<file path="config.mk">
export PLATFORM = sky130hd
export DESIGN_NAME = sync_fifo
export DESIGN_NICKNAME = d
export VERILOG_FILES = /design/src/rtl/sync_fifo_pkg.sv /design/src/rtl/sync_fifo_mem.sv /design/src/rtl/sync_fifo.sv
export SDC_FILE = /design/constraint.sdc
export NUM_CORES = 1
export LEC_CHECK = 0
export CORE_UTILIZATION = 25
export CTS_CLUSTER_DIAMETER = 60
export CTS_CLUSTER_SIZE = 20
export DETAILED_ROUTE_END_ITERATION = 7
export REMOVE_ABC_BUFFERS = 1
export SYNTH_ARGS = -nofsm -noshare
export SYNTH_HDL_FRONTEND = slang
export SYNTH_HIERARCHICAL = 1
export SYNTH_SLANG_ARGS = --single-unit
export TNS_END_PERCENT = 10
</file>
<file path="constraint.sdc">
create_clock -name clk_i -period 4.7 [get_ports clk_i]
set_clock_uncertainty 0.1 [all_clocks]
set_input_delay 0.705 -clock clk_i [delete_from_list [all_inputs] [get_ports clk_i]]
set_output_delay 0.705 -clock clk_i [all_outputs]
set_load 0.01 [all_outputs]
</file>
<file path="src/rtl/sync_fifo_pkg.sv">
// Shared defaults for the synchronous FIFO.
// Latency: n/a (constants only).
// Backpressure: n/a.
package sync_fifo_pkg;
   localparam int DEFAULT_WIDTH     = 8;
   localparam int DEFAULT_DEPTH_BIT = 3;
endpackage

</file>
<file path="src/rtl/sync_fifo_mem.sv">
// Simple dual-port storage array, D x WIDTH, for the synchronous FIFO.
// Latency: write lands on the edge; read data is registered, one edge after rd_en_i.
// Backpressure: none; the caller decides which accesses are legal.
module sync_fifo_mem
   import sync_fifo_pkg::*;
#(
   parameter int WIDTH     = DEFAULT_WIDTH,
   parameter int DEPTH_BIT = DEFAULT_DEPTH_BIT
) (
   input  logic                 clk_i,
   input  logic                 rst_n_i,
   input  logic                 wr_en_i,
   input  logic [DEPTH_BIT-1:0] wr_addr_i,
   input  logic [WIDTH-1:0]     wr_data_i,
   input  logic                 rd_en_i,
   input  logic [DEPTH_BIT-1:0] rd_addr_i,
   output logic [WIDTH-1:0]     rd_data_o
);
   localparam int D = 2 ** DEPTH_BIT;

   logic [WIDTH-1:0] mem_q [D];
   logic [WIDTH-1:0] rd_data_q;
   logic [WIDTH-1:0] rd_data_d;

   // Array write; no reset so the storage can map onto plain RAM.
   always_ff @(posedge clk_i) begin
      if (wr_en_i) begin
         mem_q[wr_addr_i] <= wr_data_i;
      end
   end

   // Read register holds its value until the next enabled read; the array
   // is sampled before the same-edge write, so a read at a colliding
   // address returns the old entry.
   always_comb begin
      rd_data_d = rd_data_q;
      if (rd_en_i) begin
         rd_data_d = mem_q[rd_addr_i];
      end
   end

   // Output register clears on reset so the FIFO presents zero data.
   always_ff @(posedge clk_i or negedge rst_n_i) begin
      if (!rst_n_i) begin
         rd_data_q <= '0;
      end else begin
         rd_data_q <= rd_data_d;
      end
   end

   assign rd_data_o = rd_data_q;
endmodule

</file>
<file path="src/rtl/sync_fifo.sv">
// Single-clock FIFO with registered read data; optional usedw_o under SYNC_FIFO_USEDW_EN.
// Latency: rd_data_o updates on the edge that accepts a read; no fall-through when empty.
// Backpressure: writes while full are dropped unless a read is accepted on the same edge; reads while empty are ignored.
module sync_fifo
   import sync_fifo_pkg::*;
#(
   parameter int WIDTH     = DEFAULT_WIDTH,
   parameter int DEPTH_BIT = DEFAULT_DEPTH_BIT
) (
   input  logic               clk_i,
   input  logic               rst_n_i,
   input  logic [WIDTH-1:0]   wr_data_i,
   input  logic               wr_req_i,
   input  logic               rd_req_i,
   output logic [WIDTH-1:0]   rd_data_o,
   output logic               full_o,
   output logic               empty_o
`ifdef SYNC_FIFO_USEDW_EN
  ,output logic [DEPTH_BIT:0] usedw_o
`endif
);
   localparam int D = 2 ** DEPTH_BIT;

   logic [DEPTH_BIT-1:0] wr_ptr_q, wr_ptr_d;
   logic [DEPTH_BIT-1:0] rd_ptr_q, rd_ptr_d;
   logic [DEPTH_BIT:0]   count_q,  count_d;
   logic                 wr_acc;
   logic                 rd_acc;

   // Flags come from the registered count only.
   assign full_o  = (count_q == (DEPTH_BIT+1)'(D));
   assign empty_o = (count_q == '0);

   // Acceptance: a read frees a slot on the same edge, so a write to a full
   // FIFO is taken alongside it; an empty FIFO never forwards the write.
   assign rd_acc = rd_req_i && !empty_o;
   assign wr_acc = wr_req_i && (!full_o || rd_acc);

   // Next pointers and occupancy; pointers wrap naturally at D.
   always_comb begin
      wr_ptr_d = wr_ptr_q;
      rd_ptr_d = rd_ptr_q;
      count_d  = count_q;
      if (wr_acc) begin
         wr_ptr_d = wr_ptr_q + DEPTH_BIT'(1);
      end
      if (rd_acc) begin
         rd_ptr_d = rd_ptr_q + DEPTH_BIT'(1);
      end
      case ({wr_acc, rd_acc})
         2'b10:   count_d = count_q + (DEPTH_BIT+1)'(1);
         2'b01:   count_d = count_q - (DEPTH_BIT+1)'(1);
         default: count_d = count_q;
      endcase
   end

   // Pointer and count state; reset discards all stored entries.
   always_ff @(posedge clk_i or negedge rst_n_i) begin
      if (!rst_n_i) begin
         wr_ptr_q <= '0;
         rd_ptr_q <= '0;
         count_q  <= '0;
      end else begin
         wr_ptr_q <= wr_ptr_d;
         rd_ptr_q <= rd_ptr_d;
         count_q  <= count_d;
      end
   end

   sync_fifo_mem #(
      .WIDTH     (WIDTH),
      .DEPTH_BIT (DEPTH_BIT)
   ) u_mem (
      .clk_i     (clk_i),
      .rst_n_i   (rst_n_i),
      .wr_en_i   (wr_acc),
      .wr_addr_i (wr_ptr_q),
      .wr_data_i (wr_data_i),
      .rd_en_i   (rd_acc),
      .rd_addr_i (rd_ptr_q),
      .rd_data_o (rd_data_o)
   );

`ifdef SYNC_FIFO_USEDW_EN
   assign usedw_o = count_q;
`endif
endmodule

</file>
==> summary.txt, run 1 <==
Timing
  • Final setup viols: 0
  • RSZ-0062 raised after global routing: false
  • Post-route clock period utilization: 65.5%
  • Worst hold slack: 0.397 ns
  • Tightest Pin Transition: 1.05 ns
  • Max Fclk: 325 MHz
  • Setup TNS: 0 ns
  • Final Max Tran Viols: 0
  • Fin. Hold Viols: 0
  • Tmin final: 3.08 ns
  • Slew headroom: 30.1%

Worst setup path
  • Critical Path RT: 4.81 ns
  • Flop-to-flop setup slack: 1.62 ns
  • Crit path largest cell delay: 0.65 ns
  • R2R depth: 7
  • CP endpoint kind: flip-flop
  • Reg2reg start: count_q[0]
  • Critical path fanouts, max: 9
  • CP Cell Sequence: or4b_4 -> o21ai_4 -> ha_1 -> ha_1 -> or4b_2 -> o311ai_0 -> o211ai_1
  • Worst setup SP type: flip-flop
  • Family with the most delay on the worst path: simple AND/OR/NAND/NOR gates
  • Type of the worst setup path: reg -> reg
  • Crit-path slowest cell: or4b_2
  • WP data arrival: 3.18 ns
  • CP bufs+invs: 0
  • Worst r2r dst: count_q[3]
  • Crit-path most repeated cell: ha_1

Clocking
  • # hold bufs at CTS: 0
  • H-tree depth: 3
  • Reg clk slew, reported paths: 0.06 ns
  • CTS buffer count: 9
  • Clk Latency, worst-skew pair: 0.34 ns
  • CTS Buffer Depth: 2
  • CTS tree: yes
  • Post-CTS Setup Bufs: 0
  • Clock sinks: 82
  • Root buf cell: clkbuf_16
  • Resized cells post-CTS: 0

Synth
  • Register area share after synthesis: 68.3%
  • Ys async rst share: 22.0%
  • Yosys reg bits: 82
  • Share of the synthesized area in the top cell type: 55.4%
  • Dominant synthesized flop cell: edfxtp_1
  • Syn avg cell area: 15.5 um2
  • Mapped Cells: 224
  • Leading area contributor after synthesis: edfxtp_1
  • Netlist Area Pre-Place: 3470 um2
  • Number of synthesized flops with an enable pin: 64
  • Synth cell types: 38
  • Top post-synthesis cells by area: edfxtp_1 55%, dfrtp_1 13%, mux2i_1 7.2%, nor2b_1 2.9%, a41o_1 2.3%
  • Synth warn: 6

Detailed routing
  • Residual DRC count: 0
  • Wire length on met1: 3210 um
  • DR vias/cell: 4.51
  • Antenna viol nets, final: 0
  • WL met3: 238 um
  • WL final: 7160 um
  • Detailed-routing iteration count for the pre-antenna-repair pass: 4
  • DR vias: 1935
  • Routed wire per std cell: 16.7 um
  • Iter 0 DRT Violations: 90
  • Met2 Wirelength: 3650 um
  • Top sig layer: met4

Placed design
  • Final HPWL DP: 4390 um
  • I/O Buffers: 21
  • GP Congestion: 0.691
  • DP Area: 3850 um2
  • Placed cell count: 413

Floorplanning
  • FP Rows: 42
  • Die width: 120 um
  • Starting Density: 25.9%
  • Chip height: 120 um
  • IO Pins: 22
  • Core ar.: 13400 um2
  • DIE AREA: 14400 um2

Cells and area
  • Non-filler cells, final: 429
  • Layout area overhead: 20.0%
  • Filler cells: 1324
  • Diode count: 0
  • Layout Nets: 266
  • Cell area after layout: 4170 um2
  • Share of cells above drive strength 1: 9.49%

GRT
  • Vias in the first global route: 2070
  • First-pass GRT wire length: 11200 um
  • Largest net degree at the start of global routing: 43
  • Global route overflow: 0
  • Initial antenna violation count: 0
  • GRT Total Usage: 10.6%

Power and ir drop
  • Static Leakage: 1.51 nW
  • PD cells: 626 nW/um2
  • Worst ir drop on vdd: 191 uV

Job
  • Max Cap Violations: 0

Min path
  • Worst Hold Path EP: wr_ptr_q[2]
  • Hold depth: 1
  • Hold Path Class: reg -> reg
  • Worst hold start: wr_ptr_q[2]

Run status
  • Status: completed
-- area by class of cell --
cell class	instances	area [um2]	area share, %
tap	176	220	5.29
clock buffer	10	229	5.50
sequential	82	2370	57.0
clock inverter	6	90.1	2.16
timing repair buffer	23	225	5.41
inverter	7	26.3	0.631
multi-input combinational	125	1000	24.1
-- layout by cell type, fill, tap and decap left out, types with 2 or more instances in the layout --
master and instances:
nor2_1 6, a211o_1 8, bufinv_16 2, ha_1 5, a22oi_1 8, nand3_1 10, edfxtp_1 64, dfrtp_1 17
o211ai_1 2, mux2i_1 25, clkbuf_16 9, a41o_1 8, xnor2_1 5, nand2_1 7, nor2b_1 16, nand2b_1 4
nor3b_1 3, clkdlybuf4s50_1 21, buf_4 2, inv_1 7, a21oi_1 2, clkinv_4 2
-- flip-flops by register name, summed over array words and instances (netlist names) --
signal,flops
count_q,4
rd_ptr_q,3
u_mem/mem_q,64
u_mem/rd_data_o,8
wr_ptr_q,3
-- power by group --
part           internal, mW  total (mW)  switching [mW]
Combinational         0.360       0.702           0.342
Clock                 0.467       0.748           0.281
Sequential            0.951        1.16           0.207
-- synth_stat cells, drive strengths merged, types with 2 or more instances --
cell type  number
o21ai           2
o211ai          2
a21oi           2
a22oi           8
inv             7
edfxtp         64
mux2            2
nand2           7
dfrtp          18
nand2b          4
nor3b           3
or4b            2
nand3          10
a41o            8
nor2            7
mux2i          25
nor2b          16
a211o           8
xnor2           5
ha              5
buf             9
nor3            2
-- how the worst max path moves through the flow --
stage / startpoint / endpoint / slack [ns] / cells past startpoint
after floorplan: count_q[0] / count_q[3] / 1.64 / 7
after global placement: rd_req_i / count_q[3] / 1.48 / 8
after detailed placement: rd_req_i / count_q[3] / 1.37 / 8
after CTS: count_q[0] / count_q[3] / 1.62 / 7
after global routing: count_q[0] / count_q[3] / 1.48 / 7
final: count_q[0] / count_q[3] / 1.62 / 7
-- logic make-up (layout without fill, tap and decap cells) --
logic type | count (synthesis) | in the layout | synth area share [%]
multiplexers | 27 | 27 | 7.97
XOR/XNOR | 6 | 6 | 1.51
AND/OR/NAND/NOR | 53 | 53 | 8.65
flip-flops | 82 | 82 | 68.3
buffers and inverters | 17 | 46 | 2.92
adder cells (fa/ha/maj) | 6 | 6 | 2.38
AO/OA/AOI/OAI | 33 | 33 | 8.22
-- layer usage --
layer	vias up	global-route usage, %
li1	904	-
met1	987	12.8
met2	36	18.1
met3	8	2.85
met4	0	4.14
met5	-	0
-- metrics by stage --
stage                     power (mW)  setup WS, ns  utilization (%)
after global routing            2.74          1.48             31.1
after CTS                       2.64          1.62             31.1
final                           2.61          1.62             31.1
after detailed placement        1.88          1.37             28.7
after global placement          1.85          1.48             28.7
after floorplan                 1.58          1.64                -
(Power assumes the default switching activity.)
==> run 2, diff against run 1 <==
- clock period: 4.7 -> 2.8 ns (I/O delays scaled with it)
==> run 2 against run 1 <==
Compared with the run above:
- worst hold slack got worse by 0.058 ns
- clock power rose by 40%
- combinational power is 85% higher
- global-route usage barely moved
- clock-buffer cell count grew 1
- largest power group unchanged
==> summary.txt, run 2 (synthesized netlist as in run 1, its figures left out) <==
Worst setup path
  • R2R depth: 7 (unchanged)
  • Worst r2r dst: count_q[3] (unchanged)
  • WP data arrival: 2.79 ns (was 3.18 ns)
  • Crit path largest cell delay: 0.64 ns (was 0.65 ns)
  • Critical Path RT: 2.90 ns (was 4.81 ns)
  • CP endpoint kind: flip-flop (unchanged)
  • Type of the worst setup path: reg -> reg (unchanged)
  • Critical path fanouts, max: 5 (was 9)
  • Origin of the worst setup path: count_q[1] (was count_q[0])
  • Worst setup SP type: flip-flop (unchanged)
  • CP Cell Sequence: or4b_4 -> o21ai_4 -> ha_2 -> ha_1 -> or4b_2 -> o311ai_0 -> o211ai_1 (was or4b_4 -> o21ai_4 -> ha_1 -> ha_1 -> or4b_2 -> o311ai_0 -> o211ai_1)
  • Flop-to-flop setup slack: 0.11 ns (was 1.62 ns)
  • Crit path capture: count_q[3] (unchanged)
  • Reg2reg start: count_q[1] (was count_q[0])
  • Crit-path slowest cell: or4b_2 (unchanged)

Cells and area
  • Max reg flops: 64 (unchanged)
  • Most common cell after layout, fill and taps aside: edfxtp_1 (unchanged)
  • Most frequent cells in the layout: 64 x edfxtp_1, 25 x mux2i_1, 21 x clkdlybuf4s50_1 (unchanged)
  • Top reg by flops: u_mem/mem_q (unchanged)
  • Diode count: 0 (unchanged)
  • Layout Nets: 282 (was 266)
  • Layout area overhead: 22.0% (was 20.0%)
  • Share of cells above drive strength 1: 15.2% (was 9.49%)
  • Non-filler cells, final: 445 (was 429)

Floorplanning
  • DIE AREA: 14400 um2 (unchanged)
  • IO Pins: 22 (unchanged)
  • Chip height: 120 um (unchanged)
  • Core ar.: 13400 um2 (unchanged)
  • Starting Density: 25.9% (unchanged)
  • Die width: 120 um (unchanged)
  • FP Rows: 42 (unchanged)

Run status
  • Status: completed (unchanged)

Min path
  • Hold Path Class: in -> async (was reg -> reg)

Timing
  • Max Fclk: 371 MHz (was 325 MHz)
  • Tmin final: 2.69 ns (was 3.08 ns)
  • Fin. Hold Viols: 0 (unchanged)
  • Slew headroom: 32.5% (was 30.1%)
  • Post-route clock period utilization: 96.2% (was 65.5%)
  • Tightest Pin Transition: 1.01 ns (was 1.05 ns)
  • Final Max Tran Viols: 0 (unchanged)
  • RSZ-0062 raised after global routing: false (unchanged)
  • Final setup viols: 0 (unchanged)

Placed design
  • Final HPWL DP: 4350 um (was 4390 um)
  • I/O Buffers: 21 (unchanged)
  • Placed cell count: 429 (was 413)
  • GP Congestion: 0.667 (was 0.691)

Power and ir drop
  • Worst ir drop on vdd: 298 uV (was 191 uV)
  • Total power: 4.25 mW (was 2.61 mW)
  • PD cells: 1000 nW/um2 (was 626 nW/um2)
  • Static Leakage: 1.56 nW (was 1.51 nW)

Detailed routing
  • Iter 0 DRT Violations: 70 (was 90)
  • Routed wire per std cell: 15.8 um (was 16.7 um)
  • Residual DRC count: 0 (unchanged)
  • Antenna viol nets, final: 0 (unchanged)
  • Detailed-routing iteration count for the pre-antenna-repair pass: 4 (unchanged)
  • WL final: 7050 um (was 7160 um)
  • DR vias/cell: 4.48 (was 4.51)
  • DR vias: 1994 (was 1935)

Clocking
  • H-tree depth: 3 (unchanged)
  • CTS tree: yes (unchanged)
  • Clock sinks: 82 (unchanged)
  • CTS buffer count: 9 (unchanged)
  • Reg clk slew, reported paths: 0.06 ns (about the same)
  • Clk Latency, worst-skew pair: 0.33 ns (was 0.34 ns)
  • CTS Buffer Depth: 2 (unchanged)
  • Post-CTS Setup Bufs: 0 (unchanged)
  • Root buf cell: clkbuf_16 (unchanged)

GRT
  • Vias in the first global route: 2036 (was 2070)
  • First-pass GRT wire length: 11300 um (was 11200 um)
  • Global route overflow: 0 (unchanged)
  • Initial antenna violation count: 0 (unchanged)
  • GRT Total Usage: 10.6% (about the same)
  • Largest net degree at the start of global routing: 43 (unchanged)

Job
  • Max Cap Violations: 0 (unchanged)
## run 2: worst max-delay path, delay by kind of cell, from the launching register on
family | cells | cell delay, ns
flops | 1 | 0.44
simple gates | 2 | 1.20
fa+ha+maj | 2 | 0.43
compound gates | 3 | 0.39
## run 2: timing repair
action                     4_1_cts  5_1_grt
resized for setup                0        2
hold buffers                     0        0
setup endpoints to repair        0        1
## run 2: layout make-up
cell class              count  area, um2
inverters                   7       26.3
well taps                 176        220
repair buffers             39        345
multi-input cells         125       1000
flip-flops and latches     82       2370
clock buffers              11        233
clock inverters             5       33.8
fillers                  1312       9170
## run 2: worst min-delay path by stage
| stage | start | endpoint | slack, ns |
|---|---|---|---|
| final | rst_n_i | u_mem/rd_data_o[5] | 0.34 |
| after global routing | rst_n_i | u_mem/rd_data_o[6] | 0.36 |
| after CTS | rst_n_i | u_mem/rd_data_o[6] | 0.35 |
| after detailed placement | wr_ptr_q[2] | wr_ptr_q[2] | 0.41 |
| after global placement | wr_ptr_q[2] | wr_ptr_q[2] | 0.40 |
| after floorplan | rst_n_i | count_q[0] | 0.02 |
## run 2: power by group
group	switching (mW)	leakage (nW)	internal (mW)	total (mW)
Combinational	0.624	0.636	0.676	1.30
Clock	0.451	0.126	0.599	1.05
Sequential	0.300	0.794	1.60	1.90
Total	1.38	1.56	2.87	4.25
## run 2: through the flow
stage | util (%) | hold WS (ns) | setup TNS, ns | setup slack [ns] | cell area (um2)
after floorplan | - | 0.0244 | -0.263 | -0.263 | 3400
after global placement | 29.6 | 0.398 | 0 | 0.0860 | 3960
after detailed placement | 29.6 | 0.408 | 0 | 0.0231 | 3960
after CTS | 31.6 | 0.350 | 0 | 0.0710 | 4230
after global routing | 31.6 | 0.363 | 0 | 0.00996 | 4230
final | 31.6 | 0.339 | 0 | 0.107 | 4230
## run 2: metal layers
| layer | part of all wire, % | vias to the layer above | global-route usage (%) |
|---|---|---|---|
| li1 | - | 936 | - |
| met1 | 46 | 1008 | 13.7 |
| met2 | 49 | 40 | 17.2 |
| met3 | 3.2 | 10 | 2.00 |
| met4 | 1.6 | 0 | 4.92 |
| met5 | 0 | - | 0 |
